==> config.mk <==
export PLATFORM = sky130hd
export DESIGN_NAME = rs_bank
export DESIGN_NICKNAME = d
export VERILOG_FILES = /design/src/rtl/rs_bank.sv
export SDC_FILE = /design/constraint.sdc
export NUM_CORES = 1
export LEC_CHECK = 0
export CAP_MARGIN = 10
export CORE_ASPECT_RATIO = 1.4
export CORE_UTILIZATION = 41
export DETAILED_ROUTE_END_ITERATION = 8
export PLACE_DENSITY_LB_ADDON = 0.12
export SYNTH_ARGS = -nofsm -noshare
export SYNTH_HDL_FRONTEND = slang
export SYNTH_SLANG_ARGS = --single-unit
==> constraint.sdc <==
create_clock -name C -period 1.5 [get_ports C]
set_input_delay 0.225 -clock C [delete_from_list [all_inputs] [get_ports C]]
set_output_delay 0.225 -clock C [all_outputs]
set_load 0.01 [all_outputs]
==> src/rtl/rs_bank.sv <==
// ---------------------------------------------------------------------------
// rs_bank
//   A bank of WIDTH independent storage bits. Each cycle, MODE selects
//   whether every bit behaves as an RS, JK, D or T flip-flop. Forbidden RS
//   combinations (R=S=1 on any bit) set a sticky error flag and are counted
//   in a saturating counter.
//
// Parameters
//   WIDTH   number of storage bits
//   CNT_W   width of the forbidden-cycle counter
//   INIT    value loaded into Q on reset
//
// Ports
//   C        clock; all state changes on the rising edge
//   NRST     synchronous active-low reset
//   EN       update enable; 0 holds every register
//   MODE     element type: 00 RS, 01 JK, 10 D, 11 T
//   R        per-bit reset / K input (ignored in D and T modes)
//   S        per-bit set / J input, D data, or T toggle enable
//   Q        stored state
//   NQ       complement of Q
//   ERR      sticky flag: a forbidden RS cycle has been seen
//   ERR_CNT  saturating count of forbidden RS cycles
// ---------------------------------------------------------------------------
module rs_bank #(
  parameter int               WIDTH = 8,
  parameter int               CNT_W = 4,
  parameter logic [WIDTH-1:0] INIT  = '0
) (
  input  logic             C,
  input  logic             NRST,
  input  logic             EN,
  input  logic [1:0]       MODE,
  input  logic [WIDTH-1:0] R,
  input  logic [WIDTH-1:0] S,
  output logic [WIDTH-1:0] Q,
  output logic [WIDTH-1:0] NQ,
  output logic             ERR,
  output logic [CNT_W-1:0] ERR_CNT
);

  typedef enum logic [1:0] {
    MODE_RS = 2'b00,
    MODE_JK = 2'b01,
    MODE_D  = 2'b10,
    MODE_T  = 2'b11
  } mode_e;

  localparam logic [CNT_W-1:0] CNT_MAX = '1;

  logic [WIDTH-1:0] q_d, q_q;
  logic             err_d, err_q;
  logic [CNT_W-1:0] cnt_d, cnt_q;

  mode_e            mode;
  logic             forbidden;
  logic [WIDTH-1:0] rs_set;
  logic [WIDTH-1:0] rs_clr;

  assign mode = mode_e'(MODE);

  // A forbidden cycle is counted once no matter how many bits collide.
  assign forbidden = EN && (mode == MODE_RS) && ((R & S) != '0);

  // RS decode: bits with R=S=1 fall into neither mask, so they hold while
  // the other bits of the same cycle still update.
  assign rs_set = S & ~R;
  assign rs_clr = R & ~S;

  always_comb begin
    q_d   = q_q;
    err_d = err_q;
    cnt_d = cnt_q;

    if (EN) begin
      unique case (mode)
        MODE_RS: q_d = (q_q | rs_set) & ~rs_clr;
        MODE_JK: q_d = (S & ~q_q) | (~R & q_q);
        MODE_D:  q_d = S;
        MODE_T:  q_d = q_q ^ S;
        default: q_d = q_q;
      endcase
    end

    if (forbidden) begin
      err_d = 1'b1;
      if (cnt_q != CNT_MAX) begin
        cnt_d = cnt_q + CNT_W'(1);
      end
    end
  end

  // Reset wins over every other input, including a forbidden cycle on the
  // same edge, so that cycle is never counted.
  always_ff @(posedge C) begin
    if (!NRST) begin
      q_q   <= INIT;
      err_q <= 1'b0;
      cnt_q <= '0;
    end else begin
      q_q   <= q_d;
      err_q <= err_d;
      cnt_q <= cnt_d;
    end
  end

  assign Q       = q_q;
  assign NQ      = ~q_q;
  assign ERR     = err_q;
  assign ERR_CNT = cnt_q;

endmodule

* After elaboration in Yosys (flattened, before gate mapping)
Index checks and enable logic that the tools add are counted.
** Cells by class
- $add $sub $neg :: 1
- Eq/ne operators :: 4
- Mux-type cells :: 1
- Bitwise operators :: 13
- Reductions and logical operators :: 5
** Operator list (count)
- bitwise AND 8 bit :: 6
- NOT 8 bit :: 4
- one-hot mux 8 bit (4 select lines) :: 1
- OR 8 bit :: 2
- nonzero test 8 bit :: 1
- XOR 8 bit :: 1
- adder 4 x 1 -> 4 bit, second input constant :: 1
- == test 2 bit, second input constant :: 2
- != test 4 bit, second input constant :: 1
- == test 2 x 1 -> 1 bit, second input constant :: 1
- logical AND 1 bit :: 2
- zero test 2 bit :: 1
- AND reduction 2 bit :: 1
** Storage, ports and cells
- Register bits after elaboration :: 13
- Logic and storage cells :: 27

* Logic depth before layout (Yosys ltp)
Gate-level depths: netlist (run 1).
- Word-level depth :: 5
- Mapped depth :: 5
- Depth with buffers taken out :: 4

* Least setup slack after synthesis (run 1)
Ideal clock, no wire load.
- Kind :: reg-to-reg
- Start :: register cnt_q[0], in the netlist ERR_CNT[0]
- End :: register cnt_q[0], in the netlist ERR_CNT[0]
- Arrival :: 1135 ps
- Data required time :: 1428 ps
- Setup slack :: 293 ps
- Cell stages (with the launch flop) :: 4
- Path buffers :: 0
- Cell sequence :: dfxtp_1 -> ha_1 -> a311oi_4 -> mux2i_1
** On the way
- Longest elaborated chain between the ends :: 2
- Elaborated cells between the ends (all ways) :: 3
** Ends and longest elaborated chain
- from (decl) :: RTL line 53 : logic [CNT_W-1:0] cnt_d, cnt_q;
- from (signal assigned) :: RTL line 103 : cnt_q <= cnt_d;
- parallel branches: the longest is 2 deep, another holds adder 4 x 1 -> 4 bit
Several ways; the timed one is not identified.
A chain may end at the register's enable or synchronous reset.

* Worst setup path in the final report (run 1)
- Start :: register cnt_q[2], in the netlist ERR_CNT[2]
- End :: output ERR_CNT[2]
** RTL lines
- to (decl) :: RTL line 39 : output logic [CNT_W-1:0] ERR_CNT
No word-level cell between the ends.

==> results of run 1 <==
==> layer usage <==
layer	vias up	track usage, %
met5	-	0
met2	40	45.3
met1	504	23.1
li1	505	-
met4	0	11.1
met3	5	6.23
==> registers in the layout, summed over array words and instances, names as in the netlist <==
signal,flops
Q,8
ERR_CNT,4
ERR,1
==> kinds of logic (layout without fill, tap and decap cells) <==
logic type | Yosys count | count (layout) | synth area share [%]
AOI/OAI and AO/OA | 41 | 41 | 32.7
and+or+nand+nor | 17 | 17 | 9.99
buffers and inverters | 17 | 70 | 7.93
DFF | 13 | 13 | 28.5
adders and majority gates | 1 | 1 | 1.37
muxes | 17 | 17 | 19.6
==> area by class of cell <==
type,instances,area (µm²)
Timing Repair Buffer,54,519
Multi-Input combinational cell,76,582
Inverter,12,45.0
Fill cell,161,549
Clock buffer,4,26.3
Tap cell,21,26.3
Sequential cell,13,273
==> timing repair <==
| item | CTS | global route |
|---|---|---|
| buffers inserted | 0 | 0 |
| resized for setup | 5 | 14 |
| setup endpoints to repair | 5 | 14 |
==> cell usage in the layout, fill, tap and decap left out <==
master / count
mux2i_1: 10
ha_1: 1
o21ai_0: 9
or2_1: 1
nor3_1: 1
dfxtp_2: 10
nand3_1: 3
a311oi_4: 1
a222oi_1: 1
mux2_2: 7
o21a_1: 1
nand2_1: 4
dfxtp_1: 3
nand2b_1: 2
clkbuf_1: 1
dlygate4sd2_1: 3
nand2_2: 2
o22ai_1: 2
inv_1: 12
a22oi_1: 4
a21oi_1: 14
nor2_1: 2
o221a_2: 6
and4_4: 1
o21bai_1: 1
clkbuf_4: 3
buf_4: 13
o311a_2: 1
dlymetal6s2s_1: 6
o221a_1: 1
nor2b_1: 1
clkdlybuf4s50_1: 32
==> worst min path at each step <==
stage / from / endpoint
floorplan: NRST / ERR_CNT[0]$_SDFFE_PN0P_
global placement: ERR$_SDFFE_PN0P_ / ERR$_SDFFE_PN0P_
detailed placement: ERR$_SDFFE_PN0P_ / ERR$_SDFFE_PN0P_
CTS: ERR$_SDFFE_PN0P_ / ERR$_SDFFE_PN0P_
global route: ERR_CNT[0]$_SDFFE_PN0P_ / ERR_CNT[0]$_SDFFE_PN0P_
finish: ERR_CNT[1]$_SDFFE_PN0P_ / ERR_CNT[1]$_SDFFE_PN0P_
==> where the power goes <==
group          leakage [nW]  switching [mW]  total (mW)  internal (mW)
Clock                0.0150           0.131       0.235          0.103
Combinational         0.503           0.146       0.349          0.204
Sequential            0.111          0.0265       0.398          0.371
==> flow_summary.json, run 1 <==
{
  "run_status": "finished, final reports clean",
  "placedCellCount": 176,
  "dpl-instance-area_um2": 1420,
  "timing.final.ws_setup_ns": 0.0474,
  "yosys.cell_count.top_type": "a21oi_1",
  "place.port_buffers": 41,
  "finalSetupViolations": 0,
  "gp_congestion": 0.713,
  "post_synth_inst_count": 106,
  "slowest_cell_on_the_critical_path": "clkdlybuf4s50_1",
  "worst_r2r_startpoint": "ERR_CNT[0]$_SDFFE_PN0P_",
  "max_slew.worst_pin.slew_ns": 0.278,
  "cp_max_fo": 5,
  "clock_tree_from_tritoncts": "built",
  "maximum_number_of_pins_on_one_net_before_global_route_repair": 11,
  "h-tree-depth": 1,
  "crit_path_start": "ERR_CNT[2]$_SDFFE_PN0P_",
  "wl_met3_um": 162,
  "wirelength_um": 2680,
  "post_synth.cell_area_avg_um2": 8.63,
  "num_rows": 19,
  "critPathArrivalTime_ns": 1.23,
  "powerDensity_nw_per_um2": 667,
  "cell_count_of_the_worst_reg_to_reg_path": 3,
  "path_delay_family": "buffers and inverters",
  "cts_num_sinks": 13,
  "synth_common_cells": "a21oi_1, dfxtp_1, inv_1",
  "timing.critical_path.required_ns": 1.27,
  "grt_first_pass_wirelength_um": 4440,
  "syn-cell-area_um2": 915,
  "placeableCoreArea_um2": 2020,
  "drt_pass1_iterations": 5,
  "setup_total_negative_slack_ns": 0,
  "post_cts_hold_buffer_count": 0,
  "dr_wl_met2_um": 1430,
  "areaGrowthSynthToFinish_pct": 60.9,
  "grt_pass1_vias": 1049,
  "leakage_nw": 0.629,
  "chipWidth_um": 41.9,
  "fin_util_pct": 72.8,
  "cts_root_buf": "clkbuf_4",
  "yosysWarningCount": 0,
  "synth-seq-cells": 13,
  "worst-r2r-setup-slack_ns": 0.23,
  "insertedDiodeCount": 0,
  "power_mw": 0.982,
  "achievable-frequency_ghz": 0.688,
  "cts.reportedPaths.clkPinSlew_ns": 0.09,
  "synth.net_count": 128,
  "count_of_flip_flops_with_a_built_in_enable_after_synthesis": 0,
  "synth-main-ff-cell": "dfxtp_1",
  "final_nets": 182,
  "floorplan.initialDensity_pct": 45.3,
  "vias_per_cell": 5.86,
  "clock_latency_ns": 0.29,
  "crit_path_end": "ERR_CNT[2]",
  "cell_chain_critical_path": "clkdlybuf4s50_1",
  "top_layer": "met4",
  "worstSetupPathType": "reg -> out",
  "fin_hold_ws_ns": 0.495,
  "preCtsSetupSlack_ns": -0.184,
  "fin_cells": 180,
  "drt.antenna.violating_nets": 0,
  "clockBufferDepth": 2,
  "drt-initial-drc-count": 30,
  "finalHoldViolCount": 0,
  "num_io_pins": 42,
  "detailed_route_wire_length_on_metal_1_um": 1040,
  "die-area_um2": 2430,
  "synth-seq-area-share_pct": 28.5,
  "netlist.top_cell.by_area": "dfxtp_1",
  "finalCritPeriodShare_pct": 96.8,
  "crit_buf_inv": 1,
  "timing.final.crit_period_ns": 1.45,
  "vdd_drop_max_v": 0.000489,
  "min_delay_path_depth": 2,
  "wl_per_cell_um": 14.9,
  "cts-buffers-inserted": 3,
  "drv.max_cap_violation_count": 0,
  "critical_path.startpoint_type": "flop",
  "final_slew_violations": 0,
  "drive_above_1_share_pct": 27.7,
  "worst_clock_skew_ns": 0.00201,
  "critical_path.max_stage_delay_ns": 0.55,
  "number_of_antenna_violations_at_the_first_check_in_global_routing": 0,
  "finalInstanceArea_um2": 1470,
  "min-delay-path-class": "reg -> reg",
  "detailed_place_hpwl_um": 2050,
  "critical_path_cell_count": 1,
  "routed-via-count": 1054,
  "async_reset_ff_share_pct": 0,
  "rsz0062_at_grt": "false",
  "grt.total_usage_pct": 23.7,
  "die_y_um": 57.9,
  "gr-total-overflow": 0,
  "yosys.cell_types.count": 28,
  "yosys-top-cells-area": "dfxtp_1, mux2i_1, mux2_2",
  "route.detailed.drc": 0,
  "worstReg2RegEnd": "ERR_CNT[1]$_SDFFE_PN0P_",
  "worst_setup_path_end_kind": "primary output",
  "netlist.area_leader.share_pct": 28.5,
  "slew_headroom_pct": 81.5
}
Note: power is estimated with default switching activity, not from simulation.
==> inputs of run 2 (changes only) <==
MAX_ROUTING_LAYER = met4   (was unset)
==> flow_summary.json, run 2 (synthesis gave the netlist of run 1 again) <==
{
  "largest_register_ff_count": 8,
  "min-delay-path-class": "reg -> reg",
  "place.port_buffers": 41,
  "clock_latency_ns": 0.29,
  "chipWidth_um": 41.9,
  "wl_per_cell_um": 14.9,
  "timing.critical_path.required_ns": 1.27,
  "h-tree-depth": 1,
  "cell_chain_critical_path": "clkdlybuf4s50_1",
  "grt_pass1_vias": 1049,
  "critPathArrivalTime_ns": 1.23,
  "drt.antenna.violating_nets": 0,
  "achievable-frequency_ghz": 0.689,
  "detailed_place_hpwl_um": 2050,
  "drt_pass1_iterations": 4,
  "crit_buf_inv": 1,
  "finalCritPeriodShare_pct": 96.8,
  "maximum_number_of_pins_on_one_net_before_global_route_repair": 11,
  "leakage_nw": 0.629,
  "finalHoldViolCount": 0,
  "placedCellCount": 176,
  "grt.total_usage_pct": 24.4,
  "cts.repair_timing.setup_buffer_count": 0,
  "most-common-layout-cells": "clkdlybuf4s50_1, a21oi_1, buf_4, inv_1",
  "worst_setup_path_end_kind": "primary output",
  "wirelength_um": 2690,
  "cts.reportedPaths.clkPinSlew_ns": 0.09,
  "path_delay_family": "buffers and inverters",
  "final_nets": 182,
  "worstSetupPathType": "reg -> out",
  "die-area_um2": 2430,
  "run_status": "finished, final reports clean",
  "number_of_antenna_violations_at_the_first_check_in_global_routing": 0,
  "placeableCoreArea_um2": 2020,
  "worst_clock_skew_ns": 0.00358,
  "max_slew.worst_pin.slew_ns": 0.277,
  "clockBufferDepth": 2,
  "route.detailed.drc": 0,
  "cp_max_fo": 5,
  "slowest_cell_on_the_critical_path": "clkdlybuf4s50_1",
  "gr-total-overflow": 0,
  "num_rows": 19,
  "gp_congestion": 0.722,
  "cts-buffers-inserted": 3,
  "drv.max_cap_violation_count": 0,
  "areaGrowthSynthToFinish_pct": 60.9,
  "mostFrequentLayoutCell": "clkdlybuf4s50_1",
  "fin_cells": 180,
  "cts_num_sinks": 13,
  "finalSetupViolations": 0,
  "grt_first_pass_wirelength_um": 4460,
  "vias_per_cell": 5.86,
  "critical_path.max_stage_delay_ns": 0.55,
  "critical_path.startpoint_type": "flop",
  "powerDensity_nw_per_um2": 668,
  "num_io_pins": 42,
  "floorplan.initialDensity_pct": 45.3,
  "vdd_drop_max_v": 0.000490,
  "insertedDiodeCount": 0,
  "drive_above_1_share_pct": 27.7,
  "routed-via-count": 1055,
  "drt-initial-drc-count": 21,
  "fin_hold_ws_ns": 0.495,
  "timing.final.crit_period_ns": 1.45,
  "rsz0062_at_grt": "false",
  "final_slew_violations": 0,
  "die_y_um": 57.9,
  "clock_tree_from_tritoncts": "built",
  "slew_headroom_pct": 81.6,
  "cts_root_buf": "clkbuf_4"
}
[run 2: where the power goes]
part | total [mW] | switching [mW] | leakage (nW) | internal, mW
clock network | 0.235 | 0.132 | 0.0150 | 0.104
registers | 0.398 | 0.0263 | 0.111 | 0.371
logic | 0.349 | 0.146 | 0.503 | 0.204
[run 2: path summary, 6_finish.rpt]
path,to,start,slack [ns],cells after the start
max,ERR_CNT[2],ERR_CNT[2]$_SDFFE_PN0P_,0.05,1
min,ERR_CNT[1]$_SDFFE_PN0P_,ERR_CNT[1]$_SDFFE_PN0P_,0.50,2
max reg2reg,ERR_CNT[1]$_SDFFE_PN0P_,ERR_CNT[0]$_SDFFE_PN0P_,0.24,3
min reg2reg,ERR_CNT[1]$_SDFFE_PN0P_,ERR_CNT[1]$_SDFFE_PN0P_,0.50,2
[run 2: metrics by stage]
stage / TNS (ns) / total power, mW / setup slack, ns / utilization, % / instance area, µm²
after floorplan: 0 / 0.560 / 0.293 / - / 915
after global placement: -1.44 / 0.746 / -0.150 / 70.3 / 1420
after detailed placement: -1.65 / 0.758 / -0.184 / 70.3 / 1420
after CTS: 0 / 0.981 / 0.0000441 / 71.6 / 1450
after global routing: 0 / 1.03 / 0.0138 / 72.8 / 1470
final: 0 / 0.982 / 0.0479 / 72.8 / 1470
[run 2: repair_timing]
item,4_1_cts,5_1_grt
endpoints found under the hold margin,0,0
gates resized for setup,5,14
setup endpoints to repair,5,14
hold buffers,0,0
[run 2: area by class of cell]
class,instances,area [µm²]
inverter,12,45.0
multi-input combinational,76,582
clock buffer,4,26.3
fill,161,549
timing repair buffer,54,519
tap,21,26.3
sequential,13,273
[run 2: per-layer routing]
| metal | share of wire (%) | global-route usage [%] |
|---|---|---|
| met5 | 0 | - |
| met4 | 1.4 | 11.1 |
| met3 | 5.8 | 6.23 |
| met2 | 54 | 45.3 |
| met1 | 39 | 23.3 |
==> inputs of run 3 (changes only) <==
REMOVE_ABC_BUFFERS = 1   (was unset)
==> flow_summary.json, run 3 (synthesis gave the netlist of run 1 again) <==
{
  "timing.critical_path.required_ns": 1.27,
  "crit_path_start": "Q[1]$_SDFFE_PN0P_",
  "finalSetupViolations": 0,
  "dpl-instance-area_um2": 1440,
  "cts-buffers-inserted": 3,
  "critPathArrivalTime_ns": 1.23,
  "min-delay-path-class": "reg -> reg",
  "placeableCoreArea_um2": 2020,
  "drive_above_1_share_pct": 29.6,
  "h-tree-depth": 1,
  "finalHoldViolCount": 0,
  "cts.reportedPaths.clkPinSlew_ns": 0.08,
  "max_slew.worst_pin.slew_ns": 0.276,
  "grt_first_pass_wirelength_um": 4240,
  "gr-total-overflow": 0,
  "worstSetupPathType": "reg -> out",
  "worst_r2r_startpoint": "ERR_CNT[0]$_SDFFE_PN0P_",
  "cts.repair_timing.setup_buffer_count": 0,
  "drt.antenna.violating_nets": 0,
  "drv.max_cap_violation_count": 0,
  "worst_clock_skew_ns": 0.00185,
  "power_mw": 0.977,
  "detailed_place_hpwl_um": 2020,
  "finalCritPeriodShare_pct": 97.3,
  "slowest_cell_on_the_critical_path": "clkdlybuf4s50_1",
  "chipWidth_um": 41.9,
  "crit_buf_inv": 1,
  "run_status": "finished, final reports clean",
  "setup_total_negative_slack_ns": 0,
  "num_io_pins": 42,
  "critical_path.startpoint_type": "flop",
  "place.port_buffers": 41,
  "path_delay_family": "buffers and inverters",
  "num_rows": 19,
  "drt_pass1_iterations": 4,
  "post_cts_hold_buffer_count": 0,
  "clockBufferDepth": 2,
  "cp_max_fo": 4,
  "rsz0062_at_grt": "false",
  "largest_register_ff_count": 8,
  "drt-initial-drc-count": 29,
  "areaGrowthSynthToFinish_pct": 62.8,
  "cts_num_sinks": 13,
  "vias_per_cell": 5.54,
  "final_slew_violations": 0,
  "leakage_nw": 0.625,
  "insertedDiodeCount": 0,
  "route.detailed.drc": 0,
  "cts_root_buf": "clkbuf_4",
  "wl_per_cell_um": 14.6,
  "finalInstanceArea_um2": 1490,
  "startpoint_of_the_most_critical_hold_path": "ERR$_SDFFE_PN0P_",
  "number_of_antenna_violations_at_the_first_check_in_global_routing": 0,
  "achievable-frequency_ghz": 0.686,
  "gp_congestion": 0.863,
  "worst_setup_path_end_kind": "primary output",
  "critical_path.max_stage_delay_ns": 0.56,
  "die-area_um2": 2430,
  "floorplan.initialDensity_pct": 45.3,
  "final_nets": 185,
  "timing.final.crit_period_ns": 1.46,
  "vdd_drop_max_v": 0.000650,
  "cts-resized-gates": 6,
  "grt_pass1_vias": 947,
  "wirelength_um": 2660,
  "most-common-layout-cells": "clkdlybuf4s50_1, buf_4, a21oi_1, inv_1, dfxtp_2",
  "clock_latency_ns": 0.28,
  "slew_headroom_pct": 81.5,
  "grt.total_usage_pct": 23.0,
  "maximum_number_of_pins_on_one_net_before_global_route_repair": 17,
  "die_y_um": 57.9,
  "routed-via-count": 1013,
  "clock_tree_from_tritoncts": "built",
  "powerDensity_nw_per_um2": 656,
  "number_of_fill_cells": 167,
  "cell_chain_critical_path": "clkdlybuf4s50_1",
  "mostFrequentLayoutCell": "clkdlybuf4s50_1"
}
==> run 3: cell types whose count changed in the layout (fill, tap and decap cells not counted), sizes merged <==
| cell | change |
|---|---|
| buf | +3 |
| clkdlybuf4s50 | +1 |
| dlymetal6s2s | -2 |
| dlygate4sd2 | +1 |
==> run 3: area by class of cell <==
cell class | count | area, µm² | area share, %
clock buffer | 4 | 26.3 | 1.76
inverter | 12 | 45.0 | 3.03
multi-input combinational | 76 | 582 | 39.1
sequential | 13 | 274 | 18.4
tap | 21 | 26.3 | 1.76
timing repair buffer | 57 | 536 | 36.0
==> run 3: report_power, final <==
part           switching, mW  leakage (nW)  total (mW)  internal (mW)
Combinational          0.146         0.499       0.353          0.207
Sequential            0.0253         0.111       0.397          0.372
Clock                  0.124        0.0150       0.227          0.103
==> run 3: stage by stage <==
step	hold slack, ns	util [%]	cells	worst slack, ns
3_5_place_dp	0.453	71.5	179	-0.177
6_report	0.468	73.7	183	0.0412
5_1_grt	0.482	73.7	183	0.00424
4_1_cts	0.473	72.6	183	0.00204
2_1_floorplan	0.343	-	101	0.293
3_3_place_gp	0.452	71.5	179	-0.176
==> run 3: worst paths after layout <==
check | endpoint | slack [ns] | cells past startpoint
worst min register to register | ERR$_SDFFE_PN0P_ | 0.47 | 1
worst max-delay path | Q[1] | 0.04 | 1
worst min-delay path | ERR$_SDFFE_PN0P_ | 0.47 | 1
worst max register to register | ERR_CNT[1]$_SDFFE_PN0P_ | 0.24 | 3
==> run 3: layer usage <==
layer  up-vias  GRT usage (%)  part of all wire (%)
li1        509              -                     -
met1       464           26.2                    42
met2        33           38.4                    51
met3         7           4.05                   5.0
met4         0           12.0                   2.2
met5         -              -                     0
